<file path="config.mk">
export PLATFORM = sky130hd
export DESIGN_NAME = systolic_ctrl
export DESIGN_NICKNAME = d
export VERILOG_FILES = /design/src/rtl/systolic_ctrl_pkg.sv /design/src/rtl/systolic_ctrl_skew.sv /design/src/rtl/systolic_ctrl.sv
export SDC_FILE = /design/constraint.sdc
export NUM_CORES = 1
export LEC_CHECK = 0
export CAP_MARGIN = 20
export CORE_ASPECT_RATIO = 0.8
export CORE_MARGIN = 2
export CORE_UTILIZATION = 40
export CTS_BUF_LIST = sky130_fd_sc_hd__clkbuf_16
export CTS_CLUSTER_DIAMETER = 50
export DETAILED_ROUTE_END_ITERATION = 10
export MAX_ROUTING_LAYER = met4
export PLACE_DENSITY = 0.65
export SYNTH_ARGS = -nofsm -noshare
export SYNTH_HDL_FRONTEND = slang
export SYNTH_SLANG_ARGS = --single-unit
</file>
<file path="constraint.sdc">
create_clock -name clk -period 6.5 [get_ports clk]
set_input_delay 1.95 -clock clk [delete_from_list [all_inputs] [get_ports clk]]
set_output_delay 1.95 -clock clk [all_outputs]
set_load 0.01 [all_outputs]
</file>
<file path="src/rtl/systolic_ctrl_pkg.sv">
// Shared definitions for the systolic array controller:
// FSM state encoding and the clog2-derived width helpers.
package systolic_ctrl_pkg;

   typedef enum logic [2:0] {
      S_IDLE,
      S_CLEAR,
      S_FEED,
      S_DRAIN,
      S_DONE
   } state_t;

   localparam int N_DEF    = 4;
   localparam int KMAX_DEF = 64;

   // k index width; never below one bit
   function automatic int addr_w(input int kmax);
      return (kmax > 1) ? $clog2(kmax) : 1;
   endfunction

   // feed counter width, covers 0..K+2N-3
   function automatic int cnt_w(input int kmax, input int n);
      return $clog2(kmax + 2 * n);
   endfunction

   localparam int AW_DEF = addr_w(KMAX_DEF);
   localparam int CW_DEF = cnt_w(KMAX_DEF, N_DEF);

endpackage

</file>
<file path="src/rtl/systolic_ctrl_skew.sv">
// One edge lane of the array feed: turns the shared feed count
// into a skewed, registered operand valid and k index.
module skew_lane
   import systolic_ctrl_pkg::*;
#(
   parameter int AW = AW_DEF,
   parameter int CW = CW_DEF
) (
   input  logic          clk,
   input  logic          rst_n,
   input  logic          en,
   input  logic [CW-1:0] t,
   input  logic [CW-1:0] idx,
   input  logic [AW:0]   k,
   output logic          vld,
   output logic [AW-1:0] addr
);

   localparam int LW = (CW > AW + 1) ? CW : AW + 1;

   logic [CW-1:0] d;
   logic          hit;

   // lane i sees k index t-i while that index lies inside 0..K-1
   always_comb begin
      d   = t - idx;
      hit = en && (t >= idx) && (LW'(d) < LW'(k));
   end

   // register so the operand lines up with the cycle of t
   always_ff @(posedge clk) begin
      if (!rst_n) begin
         vld  <= 1'b0;
         addr <= '0;
      end else begin
         vld  <= hit;
         addr <= hit ? d[AW-1:0] : '0;
      end
   end

endmodule

</file>
<file path="src/rtl/systolic_ctrl.sv">
// Sequencer for an N x N output-stationary systolic array:
// clears the PEs, feeds skewed A rows / B columns, then signals done.
module systolic_ctrl
   import systolic_ctrl_pkg::*;
#(
   parameter  int WIDTH      = 16,
   parameter  int FRAC_WIDTH = 8,
   parameter  int N          = N_DEF,
   parameter  int KMAX       = KMAX_DEF,
   localparam int AW         = addr_w(KMAX),
   localparam int CW         = cnt_w(KMAX, N)
) (
   input  logic            clk,
   input  logic            rst_n,
   input  logic            start,
   input  logic [AW:0]     k_len,
   output logic            busy,
   output logic            done,
   output logic            arr_rst_n,
   output logic [N-1:0]    a_vld,
   output logic [N*AW-1:0] a_addr,
   output logic [N-1:0]    b_vld,
   output logic [N*AW-1:0] b_addr
);

   localparam logic [AW:0]   K_MAX = (AW + 1)'(KMAX);
   localparam logic [CW-1:0] SKEW  = CW'(2 * N - 2);

   // the fixed-point format belongs to the PE array only
   if (FRAC_WIDTH >= WIDTH) begin : g_fmt_no_int_bits
   end

   state_t        state;
   state_t        state_nxt;
   logic [CW-1:0] t;
   logic [CW-1:0] t_nxt;
   logic [CW-1:0] t_inc;
   logic [CW-1:0] span;
   logic [AW:0]   k;
   logic [AW:0]   k_nxt;
   logic [AW:0]   k_in;
   logic          feed_nxt;

   // clamped K, feed length K+2N-2 and the next count
   always_comb begin
      k_in     = (k_len > K_MAX) ? K_MAX : k_len;
      span     = CW'(k) + SKEW;
      t_inc    = t + CW'(1);
      feed_nxt = (state_nxt == S_FEED);
   end

   // next-state logic; the counter only runs in FEED
   always_comb begin
      state_nxt = state;
      t_nxt     = '0;
      k_nxt     = k;
      unique case (state)
         S_IDLE: begin
            if (start) begin
               state_nxt = S_CLEAR;
               k_nxt     = k_in;
            end
         end
         S_CLEAR: begin
            state_nxt = (k == '0) ? S_DONE : S_FEED;
         end
         S_FEED: begin
            if (t_inc == span) begin
               state_nxt = S_DRAIN;
            end else begin
               t_nxt = t_inc;
            end
         end
         S_DRAIN: state_nxt = S_DONE;
         S_DONE:  state_nxt = S_IDLE;
         default: state_nxt = S_IDLE;
      endcase
   end

   // state, count, latched K and registered status outputs
   always_ff @(posedge clk) begin
      if (!rst_n) begin
         state     <= S_IDLE;
         t         <= '0;
         k         <= '0;
         busy      <= 1'b0;
         done      <= 1'b0;
         arr_rst_n <= 1'b0;
      end else begin
         state     <= state_nxt;
         t         <= t_nxt;
         k         <= k_nxt;
         busy      <= (state_nxt != S_IDLE);
         done      <= (state_nxt == S_DONE);
         arr_rst_n <= (state_nxt != S_CLEAR);
      end
   end

   // lanes register from next-cycle count so outputs match t
   for (genvar i = 0; i < N; i++) begin : g_row
      skew_lane #(
         .AW (AW),
         .CW (CW)
      ) u_lane (
         .clk   (clk),
         .rst_n (rst_n),
         .en    (feed_nxt),
         .t     (t_nxt),
         .idx   (CW'(i)),
         .k     (k),
         .vld   (a_vld[i]),
         .addr  (a_addr[i*AW +: AW])
      );
   end

   for (genvar j = 0; j < N; j++) begin : g_col
      skew_lane #(
         .AW (AW),
         .CW (CW)
      ) u_lane (
         .clk   (clk),
         .rst_n (rst_n),
         .en    (feed_nxt),
         .t     (t_nxt),
         .idx   (CW'(j)),
         .k     (k),
         .vld   (b_vld[j]),
         .addr  (b_addr[j*AW +: AW])
      );
   end

endmodule

</file>
Word level (Yosys, flattened, before mapping)

Cells that the tools add are included.
Widths: inputs -> output; s select.

Register bits: 48
Latch bits: 0
Bits in writable memories: 0
ROM bits: 0
Input port bits: 10
Output and inout bits: 59
Word-level logic and storage cells: 58
Memories kept: 0

$add $sub $neg: 5
Multiply operators: 0
Div/mod/pow operators: 0
$lt $le $gt $ge: 9
Equality and inequality tests: 7
Shifts and indexed selects: 0
Muxes and demuxes: 7
Bitwise logic cells: 0
Reductions and logical operators: 16

Operators with widths:

| operator            | count |
|---|---|
| $lt 7x7->1          | 4 |
| $mux 7              | 3 |
| $ge 7x1->1 const B  | 2 |
| $ge 7x2->1 const B  | 2 |
| $sub 7x2->7 const B | 2 |
| $pmux 3 s4          | 1 |
| $reduce_and 2->1    | 5 |
| $eq 3x2->1 const B  | 3 |
| $mux 3              | 3 |
| $logic_and 1x1->1   | 8 |
| $add 7x1->7 const B | 1 |
| $add 7x3->7 const B | 1 |
| $eq 7x7->1          | 1 |
| $gt 7x7->1 const B  | 1 |
| $logic_not 7->1     | 1 |
| $sub 7x1->7 const B | 1 |
| $eq 3x1->1 const B  | 1 |
| $eq 3x3->1 const B  | 1 |
| $logic_not 3->1     | 1 |
| $ne 3x1->1 const B  | 1 |
| $reduce_bool 3->1   | 1 |

Longest topological paths before layout

Depth in word-level cells: 8
Mapped depth: 23

Cells and area by module

A second synthesis with hierarchy kept.

Cells, all modules: 813
Area, all modules: 7018.0 µm²

Modules (own cells, without submodules):

| module                          | instances | cells each | area each (µm²) | seq. area each (µm²) |
|---|---|---|---|---|
| skew_lane (g_col[2].u_lane ...) | 5         | 87         | 740.7           | 140.1 |
| skew_lane (g_col[0].u_lane ...) | 3         | 85         | 735.7           | 140.1 |
| systolic_ctrl                   | 1         | 123        | 1107.3          | 400.4 |

Worst setup path after synthesis

No wires, ideal clock.

Kind: flip-flop to flip-flop
Start point: register t[0]
End point: register g_row[1].u_lane.addr[4]
Library setup time: 80 ps
Arrival time: 4584 ps
Required time: 6420 ps
Slack: 1836 ps
Stages on the path, launching flop included: 23
Path buffers: 4
Period minus slack after synthesis: 4664 ps
Cells stage by stage: dfxtp_1 > ha_1 > buf_6 > and3_4 > buf_6 > xnor3_1 > nand3_1 > a2111oi_4 > nor2_2 > buf_2 > nand2_1 > ha_1 > clkbuf_1 > nand3_1 > o21ai_0 > a21oi_1 > ha_1 > a21o_1 > a21o_1 > a21o_1 > a221oi_1 > nand4_2 > a211oi_2

Longest elaborated chain between the ends: 8
Elaborated cells on any way between the ends: 13

Ends and longest elaborated chain:

| item                                  | line                     | RTL |
|---|---|---|
| start: declaration                    | systolic_ctrl.sv:35      | `logic [CW-1:0] t;` |
| start signal: assignment              | systolic_ctrl.sv:91      | `t <= t_nxt;` |
| $add 7x1->7 (*)                       | systolic_ctrl.sv:48      | `t_inc = t + CW'(1);` |
| $eq 7x7->1                            | systolic_ctrl.sv:68      | `if (t_inc == span) begin` |
| $mux 7 (*)                            | systolic_ctrl.sv:68      |  |
| $mux 7 (*)                            | systolic_ctrl.sv:57      | `unique case (state)` |
| $sub 7x1->7 (*)                       | -                        |  |
| via g_col[1].u_lane.d[3]              | systolic_ctrl_skew.sv:21 | `logic [CW-1:0] d;` |
| $lt 7x7->1 (*)                        | systolic_ctrl_skew.sv:27 | `hit = en && (t >= idx) && (LW'(d) < LW'(k));` |
| $logic_and 1x1->1 (*)                 | systolic_ctrl_skew.sv:27 |  |
| $reduce_and 2->1 (no source line) (*) | -                        |  |
| end signal: assignment                | systolic_ctrl_skew.sv:37 | `addr <= hit ? d[AW-1:0] : '0;` |
| end: declaration                      | systolic_ctrl_skew.sv:16 | `output logic [AW-1:0] addr` |

The timed path passes the listed nets; every way through them passes the cells marked *.
A chain may end at the register's enable or synchronous reset.

Final worst setup path

Same ends and word-level chain as after synthesis.

==> impl_results.html <==
<table>
<tr><th>Metric</th><th>Value</th></tr>
<tr><th colspan="2">Yosys</th></tr>
<tr><td>Number of enable-type register cells in the synthesized netlist</td><td>0</td></tr>
<tr><td>Ys flop type</td><td>dfxtp_1</td></tr>
<tr><td>Number of nets in the synthesized netlist</td><td>420</td></tr>
<tr><td>Synth top area share</td><td>29.1%</td></tr>
<tr><td>Register area share after synthesis</td><td>29.1%</td></tr>
<tr><td>Cell types with the largest area share after synthesis</td><td>dfxtp_1, ha_1, buf_4, xnor2_1, nand2_1</td></tr>
<tr><td>Cell type contributing the most total cell area after synthesis</td><td>dfxtp_1</td></tr>
<tr><td>Number of warning messages in the yosys log</td><td>0</td></tr>
<tr><td>#FFs+latches synth</td><td>48</td></tr>
<tr><td>Post-synth design cell area</td><td>3300 um2</td></tr>
<tr><td>Synthesized instance count</td><td>378</td></tr>
<tr><td>Number of unique standard cell types used by synthesis</td><td>63</td></tr>
<tr><td>Synthesized area divided by synthesized cell count</td><td>8.73 um2</td></tr>
<tr><td>Fraction of registers with async set/reset</td><td>0%</td></tr>
<tr><th colspan="2">Layout</th></tr>
<tr><td>Filler cell count</td><td>784</td></tr>
<tr><td>Layout overhead on the synthesized area</td><td>19.4%</td></tr>
<tr><td>Post-route core utilization</td><td>49.3%</td></tr>
<tr><td>Fraction of layout cells with a size suffix above 1</td><td>6.59%</td></tr>
<tr><td>Nets</td><td>451</td></tr>
<tr><td>Final standard cell count with taps included and fillers excluded</td><td>518</td></tr>
<tr><td>Highest-count cells in the layout ignoring fill and taps</td><td>clkdlybuf4s50_1, dfxtp_1, nand2_1, ha_1, nor2_1</td></tr>
<tr><td>Diodes inserted</td><td>0</td></tr>
<tr><td>Most common cell after layout, fill and taps aside</td><td>clkdlybuf4s50_1</td></tr>
<tr><th colspan="2">Critical path</th></tr>
<tr><td>Register-to-Register Path Depth</td><td>19</td></tr>
<tr><td>Arrival time at the worst endpoint</td><td>5.98 ns</td></tr>
<tr><td>Sort of element at the end of the critical path</td><td>flip-flop</td></tr>
<tr><td>Startpoint of the most critical register-to-register path</td><td>t[0]$_SDFF_PN0_</td></tr>
<tr><td>Startpoint types</td><td>flip-flop</td></tr>
<tr><td>Worst R2R End</td><td>g_row[1].u_lane.addr[4]$_SDFF_PN0_</td></tr>
<tr><td>Data required time of the critical path</td><td>6.71 ns</td></tr>
<tr><td>Critical Path Start</td><td>t[0]$_SDFF_PN0_</td></tr>
<tr><td>Worst Setup EP</td><td>g_row[1].u_lane.addr[4]$_SDFF_PN0_</td></tr>
<tr><td>Cell breakdown of the critical path</td><td>ha_1, and3_4, xnor3_1, nand3_1, a2111oi_4, buf_4, nor2_2, nand2_1, ha_1, nand3_1, o21ai_0, a21oi_1, ha_1, a21o_1, a21o_1, a21o_1, a221oi_1, nand4_2, a211oi_2</td></tr>
<tr><td>Flop2flop setup slack</td><td>0.73 ns</td></tr>
<tr><td>Maximum cell stage delay along the critical path</td><td>0.73 ns</td></tr>
<tr><td>Kind of critical path</td><td>flip-flop to flip-flop</td></tr>
<tr><td>Worst-path fanout max</td><td>21</td></tr>
<tr><td>CP max stage cell</td><td>nor2_2</td></tr>
<tr><th colspan="2">Global route</th></tr>
<tr><td>Maximum number of pins on one net before global-route repair</td><td>22</td></tr>
<tr><td>Wire length of the first global-routing pass</td><td>13,700 um</td></tr>
<tr><td>Global route total overflow</td><td>0</td></tr>
<tr><td>Number of global-route vias before repair</td><td>2,651</td></tr>
<tr><td>All-layer global routing usage</td><td>19.8%</td></tr>
<tr><td>Antenna violations before repair</td><td>0</td></tr>
<tr><th colspan="2">Placed design</th></tr>
<tr><td>Count of input and output buffers</td><td>68</td></tr>
<tr><td>Number of placed cells counting well taps</td><td>510</td></tr>
<tr><td>Worst slack, placed</td><td>0.860 ns</td></tr>
<tr><td>Routability congestion estimate from global placement</td><td>0.953</td></tr>
<tr><td>Hpwl dp</td><td>6400 um</td></tr>
<tr><th colspan="2">Detailed routing</th></tr>
<tr><td>Mean routed wirelength per cell</td><td>16.4 um</td></tr>
<tr><td>Routed via count</td><td>2,831</td></tr>
<tr><td>DRC violations left</td><td>0</td></tr>
<tr><td>Initial DRC count</td><td>283</td></tr>
<tr><td>Wire length reported by the detailed router</td><td>8520 um</td></tr>
<tr><td>Routed Antenna Nets</td><td>0</td></tr>
<tr><td>Per-cell via count in the routed design</td><td>5.47</td></tr>
<tr><td>Number of iterations in the first detailed-routing pass</td><td>5</td></tr>
<tr><th colspan="2">Floorplanning</th></tr>
<tr><td>Overall die area</td><td>8990 um2</td></tr>
<tr><td>Core Footprint</td><td>7980 um2</td></tr>
<tr><td>Starting density of the core</td><td>41.3%</td></tr>
<tr><td>Die W</td><td>106 um</td></tr>
<tr><td>Number of placement rows</td><td>29</td></tr>
<tr><td>Ports</td><td>69</td></tr>
<tr><td>Die Ht</td><td>85.2 um</td></tr>
<tr><th colspan="2">Timing</th></tr>
<tr><td>Post-route setup TNS</td><td>0 ns</td></tr>
<tr><td>Ratio of final minimum period to clock period</td><td>88.7%</td></tr>
<tr><td>Maximum clock frequency</td><td>0.173 GHz</td></tr>
<tr><td>Count of final max-slew check failures</td><td>0</td></tr>
<tr><td>Clock period minus final worst setup slack</td><td>5.77 ns</td></tr>
<tr><td>Post-route worst setup slack</td><td>0.732 ns</td></tr>
<tr><td>Worst Hold Slack</td><td>0.484 ns</td></tr>
<tr><td>Unrepaired setup endpoints after global routing</td><td>no</td></tr>
<tr><td>Max-slew headroom at the worst pin</td><td>30.0%</td></tr>
<tr><td>Final Hold Violating Endpoints</td><td>0</td></tr>
<tr><td>Final Setup Violations</td><td>0</td></tr>
<tr><td>Pin slew with the least headroom to its limit</td><td>1.04 ns</td></tr>
<tr><td>Clock skew</td><td>0.00360 ns</td></tr>
<tr><th colspan="2">Power and ir drop</th></tr>
<tr><td>Worst supply voltage drop on vdd</td><td>121 uV</td></tr>
<tr><td>Standby leakage power</td><td>0.00153 uW</td></tr>
<tr><td>Power density normalized to cell area</td><td>162 nW/um2</td></tr>
<tr><th colspan="2">Worst hold path</th></tr>
<tr><td>Hold path startpoint</td><td>k[6]$_SDFFE_PN0P_</td></tr>
<tr><td>Class of the most critical hold timing path</td><td>flip-flop to flip-flop</td></tr>
<tr><th colspan="2">CTS</th></tr>
<tr><td>Number of resized instances in the post-cts repair step</td><td>0</td></tr>
<tr><td>Clock-pin transition on the worst setup and hold timing paths</td><td>0.06 ns</td></tr>
<tr><td>CTS tree</td><td>yes</td></tr>
<tr><td>Inserted Clock Buffers</td><td>5</td></tr>
<tr><td>Source-to-sink clock delay at the later pin of the worst-skew pair</td><td>0.29 ns</td></tr>
<tr><td>Maximum level of the CTS H-tree</td><td>2</td></tr>
<tr><td>Hold-fix buffer count after cts</td><td>0</td></tr>
<tr><td>Root Driver</td><td>clkbuf_16</td></tr>
<tr><td>Buffer count from post-CTS setup fixing</td><td>0</td></tr>
<tr><td>Clock buffer depth</td><td>2</td></tr>
<tr><td>Sinks on the clock net</td><td>48</td></tr>
<tr><th colspan="2">Run status</th></tr>
<tr><td>Run status</td><td>finished clean</td></tr>
<tr><th colspan="2">Run</th></tr>
<tr><td>Max-cap violations</td><td>0</td></tr>
</table>
per-layer routing:
| metal | routed length (um) | part of all wire (%) | vias to the layer above | GRT usage [%] |
|---|---|---|---|---|
| li1 | - | - | 1345 | - |
| met1 | 4090 | 48 | 1308 | 27.5 |
| met2 | 3510 | 41 | 168 | 28.9 |
| met3 | 807 | 9.5 | 10 | 5.07 |
| met4 | 109 | 1.3 | 0 | 4.43 |
| met5 | 0 | 0 | - | - |
critical path, delay by kind of cell, from the launching register on:
family | cells | cell delay [ns]
fa+ha+maj | 3 | 1.10
simple gates | 6 | 1.94
flops | 1 | 0.62
xor+xnor | 1 | 0.30
buf+inv | 1 | 0.19
compound gates | 8 | 1.52
registers in the layout, summed over array words and instances (netlist names):
signal	cells
k	7
state	3
t	7
arr_rst_n	1
g_row.u_lane.addr	24
done	1
busy	1
g_row.u_lane.vld	4
where the power goes:
group | switching [uW] | total, uW | internal, uW
clock | 110 | 250 | 140
combinational | 47.0 | 83.1 | 36.1
sequential | 6.14 | 306 | 300
cells by family (layout without fill, tap and decap cells):
| family | Yosys count | count (layout) | synth area share (%) |
|---|---|---|---|
| buffers and inverters | 68 | 100 | 12.6 |
| flip-flops | 48 | 48 | 29.1 |
| multiplexers | 3 | 3 | 0.911 |
| AND/OR/NAND/NOR | 130 | 130 | 21.4 |
| adder cells (fa/ha/maj) | 32 | 32 | 12.1 |
| XOR/XNOR | 26 | 26 | 7.74 |
| AO/OA/AOI/OAI | 71 | 71 | 16.1 |
Yosys cell counts (3+ instances only):
| master | count |
|---|---|
| dfxtp_1 | 48 |
| nor2b_1 | 5 |
| a21oi_1 | 16 |
| a21o_1 | 9 |
| inv_1 | 20 |
| a211oi_2 | 3 |
| a21boi_0 | 8 |
| or3_1 | 3 |
| o31ai_1 | 3 |
| nand3b_1 | 8 |
| mux2i_1 | 3 |
| nand3_1 | 9 |
| nor3_1 | 8 |
| nand4_1 | 4 |
| ha_1 | 32 |
| o21ai_0 | 9 |
| nand2_1 | 34 |
| clkbuf_1 | 5 |
| a211oi_1 | 3 |
| buf_4 | 34 |
| xnor2_1 | 15 |
| and2_1 | 3 |
| buf_6 | 4 |
| and3_1 | 5 |
| nor3b_1 | 6 |
| nor2_1 | 27 |
| xor2_1 | 9 |
how the worst min path moves through the flow:
stage	endpoint	slack [ns]	depth (start not counted)
finish	k[6]$_SDFFE_PN0P_	0.48	2
global route	k[6]$_SDFFE_PN0P_	0.53	2
CTS	k[6]$_SDFFE_PN0P_	0.49	2
detailed placement	k[6]$_SDFFE_PN0P_	0.48	2
global placement	k[6]$_SDFFE_PN0P_	0.47	2
floorplan	k[6]$_SDFFE_PN0P_	0.46	2
through the flow:
stage	total power, uW	instance area, um2
after floorplan	367	3300
after global placement	393	3800
after detailed placement	394	3800
after CTS	644	3940
after global routing	667	3940
final	639	3940
layout make-up:
type / instances / area (um2) / area share [%]
Inverter: 22 / 82.6 / 2.10
Tap cell: 108 / 135 / 3.43
Timing Repair Buffer: 70 / 696 / 17.7
Clock inverter: 3 / 15.0 / 0.381
Multi-Input combinational cell: 262 / 1920 / 48.8
Sequential cell: 48 / 961 / 24.4
Clock buffer: 5 / 125 / 3.18
No activity file was read; power rests on OpenSTA's default activity.
